`config.mk`:
```
export PLATFORM = sky130hd
export DESIGN_NAME = bank_request_issuer
export DESIGN_NICKNAME = d
export VERILOG_FILES = /design/src/rtl/gridx_mem_pkg.sv /design/src/rtl/warp_issue_fsm.sv /design/src/rtl/bank_request_issuer.sv
export SDC_FILE = /design/constraint.sdc
export NUM_CORES = 1
export LEC_CHECK = 0
export ABC_AREA = 1
export BUFFER_PORTS_ARGS = -buffer_cell sky130_fd_sc_hd__buf_2
export CELL_PAD_IN_SITES_DETAIL_PLACEMENT = 1
export CELL_PAD_IN_SITES_GLOBAL_PLACEMENT = 1
export CORE_ASPECT_RATIO = 1.25
export CORE_UTILIZATION = 33
export DETAILED_ROUTE_END_ITERATION = 8
export GPL_TIMING_DRIVEN = 0
export PLACE_DENSITY_LB_ADDON = 0.3
export SETUP_SLACK_MARGIN = 0.3
export SLEW_MARGIN = 20
export SYNTH_ARGS = -nofsm -noshare
export SYNTH_HDL_FRONTEND = slang
export SYNTH_SLANG_ARGS = --single-unit
```
`constraint.sdc`:
```
create_clock -name clk -period 3.4 [get_ports clk]
set_input_delay 0.17 -clock clk [delete_from_list [all_inputs] [get_ports clk]]
set_output_delay 0.17 -clock clk [all_outputs]
set_load 0.005 [all_outputs]
```
`src/rtl/gridx_mem_pkg.sv`:
```
// ============================================================================
// gridx_mem_pkg : shared types and helpers for the bank request issuer
// Rev 1.0
// ============================================================================
`default_nettype none

package gridx_mem_pkg;

    localparam int DEF_NUM_WARPS        = 2;
    localparam int DEF_THREADS_PER_WARP = 4;
    localparam int DEF_NUM_BANKS        = 8;
    localparam int DEF_ADDR_BITS        = 8;
    localparam int DEF_MAX_ROUNDS       = 16;
    localparam int BANK_BITS            = $clog2(DEF_NUM_BANKS);

    typedef enum logic [1:0] {
        IDLE  = 2'd0,
        ISSUE = 2'd1,
        RESP  = 2'd2,
        DONE  = 2'd3
    } issuer_state_t;

    function automatic logic [BANK_BITS-1:0] bank_of(input logic [DEF_ADDR_BITS-1:0] addr);
        return addr[BANK_BITS-1:0];
    endfunction

    function automatic int warp_of(input int thread);
        return thread / DEF_THREADS_PER_WARP;
    endfunction

endpackage

`default_nettype wire

```
`src/rtl/warp_issue_fsm.sv`:
```
// ============================================================================
// warp_issue_fsm : one warp's issue/replay sequencer
// Rev 1.0
// ============================================================================
`default_nettype none

module warp_issue_fsm
    import gridx_mem_pkg::*;
#(
    parameter int THREADS    = DEF_THREADS_PER_WARP,
    parameter int ADDR_BITS  = DEF_ADDR_BITS,
    parameter int MAX_ROUNDS = DEF_MAX_ROUNDS
) (
    input  logic                 clk,
    input  logic                 reset_n,
    input  logic                 cmd_valid,
    output logic                 cmd_ready,
    input  logic                 cmd_is_write,
    input  logic [THREADS-1:0]   cmd_thread_mask,
    input  logic [ADDR_BITS-1:0] cmd_addr [THREADS],
    output logic [THREADS-1:0]   request_valid,
    output logic [BANK_BITS-1:0] request_bank [THREADS],
    output logic                 request_is_write,
    input  logic [THREADS-1:0]   grant,
    output logic [THREADS-1:0]   thread_granted,
    output logic                 done_valid,
    output logic [7:0]           replay_count,
    output logic                 timeout_err,
    output logic                 in_resp,
    output logic [THREADS-1:0]   resp_pending
);

    issuer_state_t        r_state;
    logic [THREADS-1:0]   r_pending;
    logic [BANK_BITS-1:0] r_bank [THREADS];
    logic                 r_is_write;
    logic [7:0]           r_replay;
    logic                 r_timeout;

    logic [THREADS-1:0]   w_pending_next;
    logic                 w_round_limit;
    logic                 w_unused_addr;

    assign w_pending_next = r_pending & ~grant;
    assign w_round_limit  = ({1'b0, r_replay} + 9'd1) == 9'(MAX_ROUNDS);

    // Only the bank bits of each address matter once latched.
    always_comb begin
        w_unused_addr = 1'b0;
        for (int t = 0; t < THREADS; t++) begin
            w_unused_addr = w_unused_addr ^ (^cmd_addr[t][ADDR_BITS-1:BANK_BITS]);
        end
    end

    always_ff @(posedge clk or negedge reset_n) begin
        if (!reset_n) begin
            r_state    <= IDLE;
            r_pending  <= '0;
            r_is_write <= 1'b0;
            r_replay   <= '0;
            r_timeout  <= 1'b0;
            for (int t = 0; t < THREADS; t++) begin
                r_bank[t] <= '0;
            end
        end else begin
            case (r_state)
                IDLE: begin
                    if (cmd_valid) begin
                        r_pending  <= cmd_thread_mask;
                        r_is_write <= cmd_is_write;
                        r_replay   <= '0;
                        for (int t = 0; t < THREADS; t++) begin
                            r_bank[t] <= bank_of(cmd_addr[t]);
                        end
                        r_state <= (cmd_thread_mask == '0) ? DONE : ISSUE;
                    end
                end
                ISSUE: r_state <= RESP;
                RESP: begin
                    r_pending <= w_pending_next;
                    if (w_pending_next == '0) begin
                        r_state <= DONE;
                    end else begin
                        if (r_replay != 8'hFF) begin
                            r_replay <= r_replay + 8'd1;
                        end
                        // Timeout only flags; the replay keeps going.
                        if (w_round_limit) begin
                            r_timeout <= 1'b1;
                        end
                        r_state <= ISSUE;
                    end
                end
                DONE:    r_state <= IDLE;
                default: r_state <= IDLE;
            endcase
        end
    end

    assign cmd_ready        = (r_state == IDLE);
    assign done_valid       = (r_state == DONE);
    assign in_resp          = (r_state == RESP);
    assign request_valid    = (r_state == ISSUE) ? r_pending : '0;
    assign thread_granted   = (r_state == RESP) ? (r_pending & grant) : '0;
    assign resp_pending     = (r_state == RESP) ? r_pending : '0;
    assign request_is_write = r_is_write;
    assign replay_count     = r_replay;
    assign timeout_err      = r_timeout;

    always_comb begin
        for (int t = 0; t < THREADS; t++) begin
            request_bank[t] = r_bank[t];
        end
    end

endmodule

`default_nettype wire

```
`src/rtl/bank_request_issuer.sv`:
```
// ============================================================================
// bank_request_issuer : per-warp request issue and conflict replay
// Rev 1.0
// ============================================================================
`default_nettype none

module bank_request_issuer
    import gridx_mem_pkg::*;
#(
    parameter int NUM_WARPS        = DEF_NUM_WARPS,
    parameter int THREADS_PER_WARP = DEF_THREADS_PER_WARP,
    parameter int NUM_REQUESTERS   = NUM_WARPS * THREADS_PER_WARP,
    parameter int NUM_BANKS        = DEF_NUM_BANKS,
    parameter int ADDR_BITS        = DEF_ADDR_BITS,
    parameter int MAX_ROUNDS       = DEF_MAX_ROUNDS,
    localparam int BANK_W          = $clog2(NUM_BANKS)
) (
    input  logic                      clk,
    input  logic                      reset_n,
    input  logic [NUM_WARPS-1:0]      cmd_valid,
    output logic [NUM_WARPS-1:0]      cmd_ready,
    input  logic [NUM_WARPS-1:0]      cmd_is_write,
    input  logic [NUM_REQUESTERS-1:0] cmd_thread_mask,
    input  logic [ADDR_BITS-1:0]      cmd_addr [NUM_REQUESTERS-1:0],
    output logic [NUM_REQUESTERS-1:0] request_valid,
    output logic [BANK_W-1:0]         request_bank [NUM_REQUESTERS-1:0],
    output logic [NUM_REQUESTERS-1:0] request_is_write,
    input  logic [NUM_REQUESTERS-1:0] grant,
    input  logic [NUM_REQUESTERS-1:0] bank_conflict,
    output logic [NUM_REQUESTERS-1:0] thread_granted,
    output logic [NUM_WARPS-1:0]      done_valid,
    output logic [7:0]                replay_count [NUM_WARPS-1:0],
    output logic [NUM_WARPS-1:0]      timeout_err,
    output logic                      protocol_err
);

    logic [NUM_WARPS-1:0]      w_in_resp;
    logic [NUM_REQUESTERS-1:0] w_thr_in_resp;
    logic [NUM_REQUESTERS-1:0] w_resp_pending;
    logic [NUM_REQUESTERS-1:0] w_violation;
    logic                      r_protocol_err;

    for (genvar w = 0; w < NUM_WARPS; w++) begin : g_warp
        logic [ADDR_BITS-1:0] w_addr [THREADS_PER_WARP];
        logic [BANK_BITS-1:0] w_bank [THREADS_PER_WARP];
        logic                 w_is_write;

        for (genvar t = 0; t < THREADS_PER_WARP; t++) begin : g_thread
            assign w_addr[t] = cmd_addr[w*THREADS_PER_WARP + t];
            assign request_bank[w*THREADS_PER_WARP + t]     = w_bank[t];
            assign request_is_write[w*THREADS_PER_WARP + t] = w_is_write;
        end

        warp_issue_fsm #(
            .THREADS    (THREADS_PER_WARP),
            .ADDR_BITS  (ADDR_BITS),
            .MAX_ROUNDS (MAX_ROUNDS)
        ) u_fsm (
            .clk              (clk),
            .reset_n          (reset_n),
            .cmd_valid        (cmd_valid[w]),
            .cmd_ready        (cmd_ready[w]),
            .cmd_is_write     (cmd_is_write[w]),
            .cmd_thread_mask  (cmd_thread_mask[w*THREADS_PER_WARP +: THREADS_PER_WARP]),
            .cmd_addr         (w_addr),
            .request_valid    (request_valid[w*THREADS_PER_WARP +: THREADS_PER_WARP]),
            .request_bank     (w_bank),
            .request_is_write (w_is_write),
            .grant            (grant[w*THREADS_PER_WARP +: THREADS_PER_WARP]),
            .thread_granted   (thread_granted[w*THREADS_PER_WARP +: THREADS_PER_WARP]),
            .done_valid       (done_valid[w]),
            .replay_count     (replay_count[w]),
            .timeout_err      (timeout_err[w]),
            .in_resp          (w_in_resp[w]),
            .resp_pending     (w_resp_pending[w*THREADS_PER_WARP +: THREADS_PER_WARP])
        );
    end

    for (genvar j = 0; j < NUM_REQUESTERS; j++) begin : g_thr_resp
        localparam int WJ = warp_of(j);
        assign w_thr_in_resp[j] = w_in_resp[WJ];
    end

    // A response is only legal in the cycle after its warp issued, and a
    // grant only for a thread that actually requested.
    assign w_violation = (bank_conflict & ~w_thr_in_resp)
                       | (grant & ~w_resp_pending)
                       | (grant & bank_conflict);

    always_ff @(posedge clk or negedge reset_n) begin
        if (!reset_n) begin
            r_protocol_err <= 1'b0;
        end else if (|w_violation) begin
            r_protocol_err <= 1'b1;
        end
    end

    assign protocol_err = r_protocol_err;

endmodule

`default_nettype wire
```
=== Word-level counts from Yosys, hierarchy flattened ===
Index checks and enable logic that the tools add are counted.

* Register bits after elaboration: 57
* Bits of input ports: 94
* Word-level logic and storage cells: 97

* Add/subtract/negate cells: 4
* Equal/unequal tests: 16
* Mux-type cells: 26
* Bitwise logic cells: 15
* Reduce and logical (&&, ||, !) cells: 17

{| class="wikitable"
|+ Operator list
! cell !! count
|-
| $mux W8 || 6
|-
| $mux W4 || 8
|-
| $pmux W8 S2 || 2
|-
| $and A8 B8 Y8 || 3
|-
| $add A8 B1 Y9 const B || 2
|-
| $eq A9 B5 Y1 const B || 2
|-
| $add A8 B1 Y8 const B || 2
|-
| $and A4 B4 Y4 || 4
|-
| $logic_not A4 Y1 || 4
|-
| $ne A8 B8 Y1 const B || 2
|-
| $not A8 Y8 || 2
|-
| $or A8 B8 Y8 || 2
|-
| $pmux W2 S4 || 2
|-
| $pmux W4 S2 || 2
|-
| $mux W2 || 6
|-
| $ne A2 B2 Y1 const B || 6
|-
| $eq A2 B2 Y1 const B || 4
|-
| $not A4 Y4 || 2
|-
| $reduce_and A2 Y1 || 4
|-
| $reduce_and A4 Y1 || 2
|-
| $reduce_or A8 Y1 || 1
|-
| $reduce_and A3 Y1 || 2
|-
| $eq A2 B1 Y1 const B || 2
|-
| $logic_not A2 Y1 || 2
|-
| 2 further kinds || 4
|}

=== Logic depth before layout (Yosys ltp) ===
* Depth after elaboration: 7
* Gate-level depth with buffers: 10
* Mapped depth without buffers: 10

=== By module ===
From an unflattened synthesis, not the netlist that was laid out.

* Cell total of the unflattened synthesis: 448
* Area total of the unflattened synthesis: 3,264.4 um2

{| class="wikitable"
|+ By module, submodules not included
! module !! times used !! cells an instance !! area an instance (um2)
|-
| warp_issue_fsm (g_warp[0].u_fsm) || 1 || 201 || 1,520.2
|-
| warp_issue_fsm (g_warp[1].u_fsm) || 1 || 202 || 1,505.2
|-
| bank_request_issuer || 1 || 45 || 239.0
|}

=== Least setup slack after synthesis ===
OpenSTA, ideal clock, no wires.

* Path type: reg2reg
* From: register g_warp[0].u_fsm.r_replay[0]
* To: register g_warp[0].u_fsm.r_replay[5]
* Library setup time: 0.116 ns
* Arrival: 1.217 ns
* Slack: 2.066 ns
* Cell stages (with the launch flop): 9
* Period minus slack after synthesis: 1.334 ns
* Cell sequence: dfrtp_1 -> ha_1 -> nand2_1 -> nor2_2 -> nand2_1 -> nand4_4 -> inv_2 -> nand2_1 -> nand2_1

* Cells in the longest elaborated chain, start to end: 4
* Elaborated cells on any way between the ends: 7
* Those cells by class: add/sub: 1; eq/ne: 2; mux: 3; reduce/logical: 1

{| class="wikitable"
|+ Ends and longest elaborated chain
! element !! RTL line !! RTL
|-
| start: declaration || warp_issue_fsm.sv:37 || <nowiki>logic [7:0] r_replay;</nowiki>
|-
| start signal: assignment || warp_issue_fsm.sv:85 || <nowiki>r_replay <= r_replay + 8'd1;</nowiki>
|-
| $add A8 B1 Y8 || warp_issue_fsm.sv:85 ||
|-
| $mux W8 || warp_issue_fsm.sv:84 || <nowiki>if (r_replay != 8'hFF) begin</nowiki>
|-
| $mux W8 || warp_issue_fsm.sv:81 || <nowiki>if (w_pending_next == '0) begin</nowiki>
|-
| $pmux W8 S2 || warp_issue_fsm.sv:66 || <nowiki>case (r_state)</nowiki>
|}

Several ways; a longest one is shown, not always the timed one. The select of a mux whose other input is x is not followed.
A chain may end at the register's enable or synchronous reset.

=== Worst setup path after layout ===
* From: register g_warp[1].u_fsm.r_state[0]
* To: output thread_granted[4]

* Cells in the longest elaborated chain, start to end: 2

{| class="wikitable"
|+ Ends and longest elaborated chain
! element !! RTL line !! RTL
|-
| start: declaration || warp_issue_fsm.sv:33 || <nowiki>issuer_state_t r_state;</nowiki>
|-
| start signal: assignment || warp_issue_fsm.sv:75 || <nowiki>r_state <= (cmd_thread_mask == '0) ? DONE : ISSUE;</nowiki>
|-
| $eq A2 B2 Y1 || warp_issue_fsm.sv:104 || <nowiki>assign thread_granted = (r_state == RESP) ? (r_pending & grant) : '0;</nowiki>
|-
| $mux W4 || warp_issue_fsm.sv:104 ||
|-
| end: declaration || bank_request_issuer.sv:30 || <nowiki>output logic [NUM_REQUESTERS-1:0] thread_granted,</nowiki>
|}

No other way between the ends.

==> flow_summary.json <==
{
  "post_cts_buffers": 0,
  "initial_core_util": 0.340,
  "path_buf_inv": 2,
  "cp-end-kind": "output port",
  "num_vias": 3042,
  "avgViaCountPerCell": 4.63,
  "hold_violations": 0,
  "cts_root_buf": "clkbuf_16",
  "dp_hpwl_mm": 7.11,
  "clock_latency_ns": 0.32,
  "dr.pass1.iters": 4,
  "finalSetupTns_ns": 0,
  "drc_errors": 0,
  "cpPeakStageDelay_ns": 0.48,
  "clk_pin_slew_worst_paths_ns": 0.05,
  "wl_mm": 9.14,
  "grt_pass1_vias": 3200,
  "tightest_slew_ns": 0.764,
  "rsz0062_at_grt": "no",
  "p_sw_mw": 1.18,
  "final_nets": 626,
  "seqPwrFrac": 0.341,
  "synth_nets": 490,
  "mostFrequentLayoutCells": "nand2_1 (140), buf_2 (126), dfrtp_1 (57)",
  "final_max_slew_viol_count": 0,
  "ir_drop_uv": 340,
  "grt_first_pass_wirelength_mm": 14.9,
  "multi_input_area_sq_um": 1370,
  "leakagePower_nw": 2.26,
  "drive_gt1_frac": 0.343,
  "worst_ep_required_time_ns": 3.23,
  "ys_ff_latch": 57,
  "ios": 165,
  "cts_tree": "done",
  "arrival_ns": 1.48,
  "portBuffers": 124,
  "period_share": 0.484,
  "p_per_area_nw_per_um2": 776,
  "overflow": 0,
  "post_cts_resized": 0,
  "synth_area_per_cell_sq_um": 7.87,
  "die-area_sq_um": 9790,
  "critPathKind": "reg2out",
  "rows": 39,
  "routedWlPerCell_um": 13.9,
  "pre_cts_ws_ns": 1.80,
  "worstPathMaxFanout": 9,
  "ant_nets": 0,
  "grt_max_degree": 58,
  "die_y_um": 110,
  "ys_types": 30,
  "h-tree-depth": 3,
  "maxCapViolCount": 0,
  "setup_viol": 0,
  "clk_path_buf_depth": 2,
  "ys.flop_type": "dfrtp_1",
  "synthCells": 394,
  "core_sq_um": 9130,
  "slew_headroom": 0.491,
  "num_antenna_cells": 0,
  "synth-edff-count": 0,
  "fill_cells": 1196,
  "worst_path_dominant_cell_family": "flip-flops",
  "routabilityCongestion": 0.814,
  "synthArstFlopShare": 1.00,
  "die_w_um": 88.7,
  "path_cells": "nor2_8 > inv_2 > nor3_1 > buf_2",
  "skew_ns": 0.00636,
  "syn_area_sq_um": 3100,
  "ys_seq_area_frac": 0.460,
  "critPathLaunchType": "register",
  "grt_usage": 0.201,
  "register_area_sq_um": 1430,
  "drt_first_iter_violations": 94,
  "clock-sinks": 57,
  "p_sw_frac": 0.364,
  "combPwrFrac": 0.379,
  "outcome": "finished, final reports clean",
  "cts_hold_buf": 1,
  "antenna_found_initial": 0,
  "cts_inserted_buffers": 9,
  "fmax_ghz": 0.607,
  "p_int_mw": 2.07,
  "slowest_stage": "dfrtp_1",
  "hold_class": "in2reg",
  "yosys_warnings": 0,
  "p_clk_frac": 0.280,
  "final_common_cell": "nand2_1",
  "fin_ws_ns": 1.75,
  "period_needed_ns": 1.65,
  "syn_to_final_growth_pct": 34.9
}
final timing paths:
kind                                                 start                          endpoint  slack, ns  cells after the start
max in group asynchronous                          reset_n   g_warp[0].u_fsm.replay_count[4]       2.42                      2
max reg2reg                g_warp[0].u_fsm.replay_count[0]   g_warp[0].u_fsm.replay_count[5]       1.81                      8
min reg2reg                    g_warp[0].u_fsm.timeout_err       g_warp[0].u_fsm.timeout_err       0.47                      2
min                                        cmd_is_write[1]  g_warp[1].u_fsm.request_is_write       0.04                      3
min in group asynchronous                          reset_n   g_warp[1].u_fsm.request_bank[0]       0.46                      2
max                             g_warp[1].u_fsm.r_state[0]                 thread_granted[4]       1.75                      4
through the flow:
step / power, mW / area [sq um] / util / hold slack (ns) / std cells
floorplan: 1.85 / 3100 / - / -0.126 / 394
global placement: 2.30 / 3870 / 0.425 / 0.365 / 641
detailed placement: 2.37 / 3880 / 0.425 / 0.294 / 641
CTS: 3.30 / 4180 / 0.459 / 0.0262 / 657
global route: 3.48 / 4180 / 0.459 / 0.0500 / 657
finish: 3.25 / 4180 / 0.459 / 0.0379 / 657
per-layer routing:
| layer | track usage | share of wire | vias up |
|---|---|---|---|
| met2 | 0.386 | 0.56 | 59 |
| met3 | 0.0402 | 0.032 | 13 |
| met1 | 0.215 | 0.39 | 1468 |
| met5 | 0 | 0 | - |
| met4 | 0.0726 | 0.017 | 0 |
| li1 | - | - | 1502 |
cell families (layout without fill, tap and decap cells):
group	count (synthesis)	after routing	synth area share
AOI/OAI and AO/OA	43	43	0.0730
xor gates and xnor gates	3	3	0.00848
adders and majority gates	2	2	0.00807
buffers and inverters	62	202	0.0969
DFF	57	57	0.460
muxes	13	13	0.0472
and+or+nand+nor	214	214	0.306
flip-flops by register name, summed over array words and instances, names as in the netlist:
signal                         flops
g_warp.u_fsm.r_pending             8
g_warp.u_fsm.r_state               4
g_warp.u_fsm.replay_count         16
g_warp.u_fsm.request_bank         24
g_warp.u_fsm.request_is_write      2
g_warp.u_fsm.timeout_err           2
protocol_err                       1
power groups by stage:
| stage | Clock [mW] | Combinational (mW) | Sequential [mW] |
|---|---|---|---|
| 5_1_grt | 0.948 | 1.40 | 1.14 |
| 4_1_cts | 0.932 | 1.26 | 1.11 |
| 2_1_floorplan | 0 | 0.750 | 1.10 |
| 6_report | 0.909 | 1.23 | 1.11 |
| 3_5_place_dp | 0 | 1.25 | 1.12 |
| 3_3_place_gp | 0 | 1.20 | 1.10 |
synth_stat cells (3+ instances only):
master / number / area (sq um)
buf_4: 15 / 113
nor3_1: 6 / 30.0
nand3_1: 17 / 85.1
mux2_1: 10 / 113
buf_2: 3 / 15.0
inv_2: 8 / 30.0
xnor2_1: 3 / 26.3
nor2_1: 34 / 128
o21ai_1: 26 / 130
dfrtp_1: 57 / 1430
mux2_2: 3 / 33.8
nand2_1: 140 / 526
inv_1: 35 / 131
nand2_2: 3 / 18.8
nor2_2: 3 / 18.8
o21ai_0: 11 / 55.1
worst register-to-register path: stages, from the launching register on:
cell     delay [ns]
dfrtp_1        0.40
ha_1           0.23
nand2_1        0.12
nor2_2         0.23
nand2_1        0.15
nand4_4        0.17
inv_2          0.06
nand2_1        0.06
nand2_1        0.05
area by class of cell:
cell class,count,area share
plain buffers,19,0.0332
clock buffers,12,0.0613
inverters,43,0.0386
multi-input cells,275,0.328
flip-flops and latches,57,0.341
clock inverters,3,0.00957
well taps,123,0.0368
repair buffers,125,0.151
No activity file was read; power rests on OpenSTA's default activity.
